[src/rtl/tx_packet_arbiter.sv]
// Round-robin arbiter that lets NUM_SRC byte-stream sources share one serial transmitter.
// A grant lasts for a whole packet, which ends on src_last, at the length limit, or on a stall timeout.
module tx_packet_arbiter #(
  parameter int NUM_SRC       = 4,
  parameter int MAX_PKT_LEN   = 16,
  parameter int GAP_CYCLES    = 2,
  parameter int STALL_TIMEOUT = 1024
) (
  input  logic                       clk,
  input  logic                       rst,
  input  logic                       enable,
  input  logic [NUM_SRC*8-1:0]       src_byte,
  input  logic [NUM_SRC-1:0]         src_valid,
  input  logic [NUM_SRC-1:0]         src_last,
  output logic [NUM_SRC-1:0]         src_ready,
  output logic [7:0]                 out_byte,
  output logic                       out_valid,
  input  logic                       out_ready,
  output logic [$clog2(NUM_SRC)-1:0] grant_id,
  output logic                       busy,
  output logic [15:0]                packets_sent,
  output logic                       len_error,
  output logic                       timeout_error
);

  localparam int IDW = $clog2(NUM_SRC);
  localparam int CW  = $clog2(MAX_PKT_LEN) + 1;
  localparam int SW  = $clog2(STALL_TIMEOUT + 1);
  localparam int GW  = (GAP_CYCLES > 1) ? $clog2(GAP_CYCLES) : 1;

  typedef enum logic [1:0] {IDLE, XFER, GAP} state_t;
  localparam state_t END_ST = (GAP_CYCLES == 0) ? IDLE : GAP;

  state_t         state_q;
  logic [IDW-1:0] rr_ptr_q, grant_q;
  logic [CW-1:0]  byte_cnt_q;
  logic [SW-1:0]  stall_cnt_q;
  logic [GW-1:0]  gap_cnt_q;
  logic [15:0]    pkts_q;
  logic           len_err_q, to_err_q;
  logic [7:0]     out_byte_q;

  logic [7:0]     byte_arr [NUM_SRC];
  logic [7:0]     sel_byte;
  logic           sel_valid, sel_last, in_xfer, beat, found;
  logic [IDW-1:0] winner, cand, rr_next;

  generate
    for (genvar gi = 0; gi < NUM_SRC; gi++) begin : g_src
      assign byte_arr[gi]  = src_byte[8*gi +: 8];
      assign src_ready[gi] = in_xfer && out_ready && (grant_q == IDW'(gi));
    end
  endgenerate

  assign in_xfer   = (state_q == XFER);
  assign sel_byte  = byte_arr[grant_q];
  assign sel_valid = src_valid[grant_q];
  assign sel_last  = src_last[grant_q];
  assign beat      = in_xfer && sel_valid && out_ready;
  assign rr_next   = (grant_q == IDW'(NUM_SRC - 1)) ? '0 : grant_q + 1'b1;

  assign out_valid     = in_xfer && sel_valid;
  assign out_byte      = in_xfer ? sel_byte : out_byte_q;
  assign grant_id      = grant_q;
  assign busy          = (state_q != IDLE);
  assign packets_sent  = pkts_q;
  assign len_error     = len_err_q;
  assign timeout_error = to_err_q;

  // Search starts at rr_ptr and wraps; the first requesting source wins.
  always_comb begin
    found  = 1'b0;
    winner = rr_ptr_q;
    cand   = '0;
    for (int k = 0; k < NUM_SRC; k++) begin
      cand = IDW'((int'(rr_ptr_q) + k) % NUM_SRC);
      if (!found && src_valid[cand]) begin
        found  = 1'b1;
        winner = cand;
      end
    end
  end

  always_ff @(posedge clk) begin
    if (rst) begin
      state_q     <= IDLE;
      rr_ptr_q    <= '0;
      grant_q     <= '0;
      byte_cnt_q  <= '0;
      stall_cnt_q <= '0;
      gap_cnt_q   <= '0;
      pkts_q      <= '0;
      len_err_q   <= 1'b0;
      to_err_q    <= 1'b0;
      out_byte_q  <= 8'h00;
    end else begin
      len_err_q <= 1'b0;
      to_err_q  <= 1'b0;
      if (in_xfer) out_byte_q <= sel_byte;
      case (state_q)
        IDLE: begin
          if (enable && found) begin
            grant_q     <= winner;
            byte_cnt_q  <= '0;
            stall_cnt_q <= '0;
            state_q     <= XFER;
          end
        end
        XFER: begin
          if (beat) begin
            byte_cnt_q  <= byte_cnt_q + 1'b1;
            stall_cnt_q <= '0;
            // src_last takes precedence so a full-length packet still counts as completed.
            if (sel_last) begin
              pkts_q    <= pkts_q + 16'd1;
              rr_ptr_q  <= rr_next;
              gap_cnt_q <= '0;
              state_q   <= END_ST;
            end else if (byte_cnt_q + 1'b1 == CW'(MAX_PKT_LEN)) begin
              len_err_q <= 1'b1;
              rr_ptr_q  <= rr_next;
              gap_cnt_q <= '0;
              state_q   <= END_ST;
            end
          end else if (sel_valid) begin
            stall_cnt_q <= '0;
          end else if (stall_cnt_q + 1'b1 == SW'(STALL_TIMEOUT)) begin
            to_err_q    <= 1'b1;
            stall_cnt_q <= '0;
            rr_ptr_q    <= rr_next;
            gap_cnt_q   <= '0;
            state_q     <= END_ST;
          end else begin
            stall_cnt_q <= stall_cnt_q + 1'b1;
          end
        end
        GAP: begin
          if (gap_cnt_q == GW'(GAP_CYCLES - 1)) state_q <= IDLE;
          else gap_cnt_q <= gap_cnt_q + 1'b1;
        end
        default: state_q <= IDLE;
      endcase
    end
  end

endmodule
[config.mk]
export PLATFORM = sky130hd
export DESIGN_NAME = tx_packet_arbiter
export DESIGN_NICKNAME = d
export VERILOG_FILES = /design/src/rtl/tx_packet_arbiter.sv
export SDC_FILE = /design/constraint.sdc
export NUM_CORES = 1
export LEC_CHECK = 0
export CAP_MARGIN = 20
export CORE_MARGIN = 4
export CORE_UTILIZATION = 49
export DETAILED_ROUTE_END_ITERATION = 7
export GPL_ROUTABILITY_DRIVEN = 0
export GPL_TIMING_DRIVEN = 0
export PLACE_DENSITY = 0.8
export SYNTH_ARGS = -nofsm -noshare
export SYNTH_HDL_FRONTEND = slang
export SYNTH_SLANG_ARGS = --single-unit
export TNS_END_PERCENT = 10
[constraint.sdc]
create_clock -name clk -period 2.8 [get_ports clk]
set_input_delay 0.42 -clock clk [delete_from_list [all_inputs] [get_ports clk]]
set_output_delay 0.42 -clock clk [all_outputs]
set_load 0.05 [all_outputs]
==> flow_summary.toml <==
[global_route]
grt_max_degree = 17
grt_overflow = 0
antenna_found_initial = 0
grtUsageTotal_pct = 20.09
grt_first_pass_wirelength_um = 11750
grt_pass1_vias = 2600

[cells_and_area]
synthToLayoutAreaGrowth_pct = 35.48
design_area_um2 = 3865
final_net_count = 469
layout-drive-gt1-share_pct = 10.34
multi_input_area_um2 = 1777
antennaDiodeCount = 0
final-seq-area_um2 = 982.2
fillers = 460

[timing]
skew_ns = 0.007654
drv_slew = 0
fmax_mhz = 374.4
fin_crit_ns = 2.671
worst_pin_slew_ns = 0.5884
finalHoldViolations = 0
whs_ns = 0.4944
rsz0062_at_grt = "false"
finalCritPeriodShare_pct = 95.38
relSlewSlack_pct = 60.77
setup_violations = 0

[floorplan]
dieArea_um2 = 7106
die_y_um = 84.30
start_util_pct = 51.18
io-pin-count = 78
chipWidth_um = 84.30
row_count = 27
core_area_um2 = 5574

[routing]
drc_errors = 0
wl_per_cell_um = 14.79
num_vias = 2780
antenna_left = 0
dr.pass1.iters = 5
drtIter0Drc = 138
vias_per_cell = 5.697
routed_wl_um = 7217

[synth]
synth-adder-area-share_pct = 4.386
synthMuxAreaShare_pct = 12.85
synth_seq_area_share_pct = 34.39
synth_warnings = 0
syn_avg_cell_area_um2 = 8.619
syn-num-nets = 385
async_reset_ff_share_pct = 0
synthCells = 331
ys.flop_type = "dfxtp_1"
yosys.area_share.xor_xnor_pct = 3.684
synth_edf_count = 0
synth_compound_area_share_pct = 14.34
synth_simple_gate_area_share_pct = 26.75
ys_seq_elements = 49
yosysUniqueCellTypes = 55
synth_top_family_by_area = "simple AND/OR/NAND/NOR gates"
syn_area_um2 = 2853

[clock_tree]
clk_pin_slew_ns = 0.09
htreeDepth = 2
cts_hold_buf = 0
cts-root-buf = "clkbuf_8"
clk_latency_ns = 0.30
clock_sinks = 49
numCtsBuffers = 5
cts.path.max_buffers = 2
cts_tree = "done"

[placement]
dpl.hpwl_um = 5500
placed_area_um2 = 3714
io_buffers = 77

[pwr]
p_leak_nw = 1.497
power_density_nw_per_um2 = 596.9
ir_worst_vdd_uv = 378.9

[setup_path]
arrival_ns = 2.25
startpoint_type = "flip-flop"
critPathKind = "flip-flop to output port"
end_kind = "output port"
worstPathRequired_ns = 2.38
crit_fanout = 10

[run_status]
status = "complete, no violations"

[flow_run]
cap_violations = 0

[worst_hold_path]
min_path_type = "flip-flop to flip-flop"
[placed cells by master, fill, tap and decap left out, drive strengths merged, types with 3 or more instances in the layout]
| master | Yosys | final |
|---|---|---|
| clkbuf | 10 | 15 |
| nor2b | 11 | 11 |
| a31oi | 3 | 3 |
| xnor2 | 3 | 3 |
| inv | 12 | 13 |
| nor2 | 39 | 39 |
| o21ai | 15 | 15 |
| o22ai | 3 | 3 |
| buf | 4 | 4 |
| nand2 | 29 | 29 |
| nand3 | 16 | 16 |
| mux4 | 10 | 10 |
| nor4 | 3 | 3 |
| nand3b | 3 | 3 |
| clkdlybuf4s50 | 0 | 64 |
| dlymetal6s2s | 0 | 4 |
| mux2 | 9 | 9 |
| or3 | 5 | 5 |
| nor3 | 8 | 8 |
| dfxtp | 49 | 49 |
| nand4 | 5 | 5 |
| nand2b | 6 | 6 |
| xor2 | 9 | 9 |
| and3 | 6 | 6 |
| a21oi | 24 | 24 |
| ha | 10 | 10 |
| mux2i | 4 | 4 |
| and2 | 8 | 8 |
| dlygate4sd2 | 0 | 9 |
[per-stage QoR]
step | TNS, ns | total power, mW | util, % | setup slack (ns) | instances
finish | 0 | 2.307 | 69.34 | 0.1294 | 488
global route | 0 | 2.424 | 69.34 | 0.04847 | 488
CTS | 0 | 2.326 | 69.02 | 0.001441 | 488
detailed placement | -3.110 | 1.747 | 66.62 | -0.3658 | 480
global placement | -2.785 | 1.731 | 66.62 | -0.3925 | 480
floorplan | 0 | 1.433 | - | 0.1778 | 331
[area by class of cell]
| type | instances | area share, % |
|---|---|---|
| clock inverters | 3 | 1.781 |
| clock buffers | 5 | 1.781 |
| plain buffers | 14 | 1.651 |
| inverters | 12 | 1.165 |
| well taps | 72 | 2.331 |
| flip-flops and latches | 49 | 25.41 |
| repair buffers | 77 | 19.91 |
| multi-input cells | 256 | 45.97 |
[per-layer routing]
| layer | vias to the layer above | track usage, % | share of wire [%] |
|---|---|---|---|
| met3 | 12 | 6.183 | 9.4 |
| met5 | - | 0 | 0 |
| met2 | 126 | 33.64 | 46 |
| li1 | 1358 | - | - |
| met4 | 0 | 6.433 | 1.6 |
| met1 | 1284 | 24.65 | 43 |
[cell families after synthesis]
kind of cell / after synthesis
compound gates: 64
xor+xnor: 12
fa+ha+maj: 10
mux: 23
flops: 49
buf+inv: 26
simple gates: 147
[cell usage after synthesis, types with 9 or more instances]
| library cell | number | area (um2) |
|---|---|---|
| nand3_1 | 14 | 70.07 |
| nor2_1 | 39 | 146.4 |
| a21oi_1 | 24 | 120.1 |
| mux2_2 | 9 | 101.4 |
| ha_1 | 10 | 125.1 |
| clkbuf_1 | 10 | 37.54 |
| mux4_2 | 10 | 225.2 |
| dfxtp_1 | 49 | 980.9 |
| nor2b_1 | 11 | 68.82 |
| o21ai_0 | 14 | 70.07 |
| inv_1 | 12 | 45.04 |
| xor2_1 | 9 | 78.83 |
| nand2_1 | 29 | 108.9 |
[final timing paths]
path	startpoint	to	slack [ns]	cells past startpoint
max reg2reg	stall_cnt_q[0]$_SDFFE_PP0P_	rr_ptr_q[0]$_SDFFE_PP0P_	0.16	7
min	gap_cnt_q$_SDFFE_PP0P_	gap_cnt_q$_SDFFE_PP0P_	0.49	2
min reg2reg	gap_cnt_q$_SDFFE_PP0P_	gap_cnt_q$_SDFFE_PP0P_	0.49	2
max	grant_id[0]$_SDFFE_PP0P_	out_byte[6]	0.13	4
[sequential cells by signal, summed over array words and instances, names as in the netlist]
register,cells
packets_sent,16
stall_cnt_q,11
out_byte_q,8
byte_cnt_q,5
grant_id,2
rr_ptr_q,2
state_q,2
gap_cnt_q,1
len_error,1
timeout_error,1
[worst max-delay path, cell delays in order, from the launching register on]
cell and delay, ns:
dfxtp_2 0.45, buf_4 0.26, mux4_2 0.52, mux2_2 0.29, dlygate4sd2_1 0.43
[repair_timing]
| action | in CTS | in global routing |
|---|---|---|
| endpoints found under the setup margin | 12 | 10 |
| resized for setup | 14 | 5 |
| buffers inserted | 0 | 0 |
[power breakdown]
group,internal [mW],switching [mW],total (mW)
Clock,0.360,0.246,0.605
Sequential,0.743,0.0305,0.774
Combinational,0.342,0.586,0.928
Note: power is estimated with default switching activity, not from simulation.
==> RTL change (same flow settings) <==
Encoding of `state_t`: now one-hot (3 bits for 3 states).
--- a/src/rtl/tx_packet_arbiter.sv
+++ b/src/rtl/tx_packet_arbiter.sv
@@ -28,7 +28,7 @@
   localparam int SW  = $clog2(STALL_TIMEOUT + 1);
   localparam int GW  = (GAP_CYCLES > 1) ? $clog2(GAP_CYCLES) : 1;
 
-  typedef enum logic [1:0] {IDLE, XFER, GAP} state_t;
+  typedef enum logic [2:0] {IDLE = 3'b001, XFER = 3'b010, GAP = 3'b100} state_t;
   localparam state_t END_ST = (GAP_CYCLES == 0) ? IDLE : GAP;
 
   state_t         state_q;
Behaviour: same outputs for any inputs over 4 cycles, from zero or initial values and one cycle with rst high; so few cycles prove little.
==> RTL change against the unedited design <==
- final area fell by 4.6%
- routed wire length fell by 5.1%
- sequential cell count rose by 1
- area after synthesis fell by 4.6%
- hold slack got worse by 4.9 ps
- core utilization rose by 1.1 points
- worst setup slack got worse by 42 ps
Power is not compared: it rests on default switching activity, and its combinational part moved more than twofold at a synthesized area within 25%.
==> RTL change: results <==
[worst_setup_path]
critical-path-top-delay-family = "buffers and inverters"
arrival_ps = 2290

[cells_and_area]
n_fill_cell = 423
design.seq.count = 50
layout.nonclk_buf_frac = 0.220
ff_latch_area_sq_mm = 0.00100
nNetsFinal = 447
final_layout_size_suffix_gt1_frac = 0.0982

[drt]
wl_met2_um = 3400
wl_per_cell_um = 14.7
avgViaCountPerCell = 5.57
wl_met3_um = 299

[logic_synthesis]
ys_seq_area_frac = 0.368
synthTopCellsByArea = "dfxtp_1 (37%), mux4_2 (8.3%), nor2_1 (5.4%)"
ys_top_cells_by_count = "dfxtp_1 (50), nor2_1 (39), nand2_1 (28), nand3_1 (17), o21ai_0 (17)"
synth_nets = 364

[placement]
placed_area_sq_mm = 0.00357
port_buffers = 76
dp.cells = 459

[global_routing]
grt_pass1_vias = 2620
grtUsageMet3 = 0.0434
met2_usage = 0.385

[die]
n_tap_cell = 70

[sta]
fin_worst_skew_ps = 8.39

[run_status]
status = "finished clean"

[cts]
cts_resized = 13
[RTL change: cell families after synthesis]
family                     after synthesis  share of synthesized area
and+or+nand+nor                        148                      0.279
xor gates and xnor gates                14                     0.0450
adders and majority gates                7                     0.0322
AOI/OAI and AO/OA                       51                      0.115
muxes                                   22                      0.131
DFF                                     50                      0.368
buffers and inverters                   21                     0.0303
[RTL change: worst paths after layout]
path                                  from                       endpoint  slack [ps]  depth (start not counted)
max reg2reg    stall_cnt_q[0]$_SDFFE_PP0P_       rr_ptr_q[0]$_SDFFE_PP0P_         370                          6
min reg2reg  packets_sent[15]$_SDFFE_PP0P_  packets_sent[15]$_SDFFE_PP0P_         490                          2
max                state_q[1]$_SDFFE_PP0P_                    out_byte[3]          90                          4
min          packets_sent[15]$_SDFFE_PP0P_  packets_sent[15]$_SDFFE_PP0P_         490                          2
[RTL change: tightest hold or removal path: stages, from the launching register on]
cell	delay (ps)
dfxtp_1	330
o21ai_0	70
a21oi_1	60
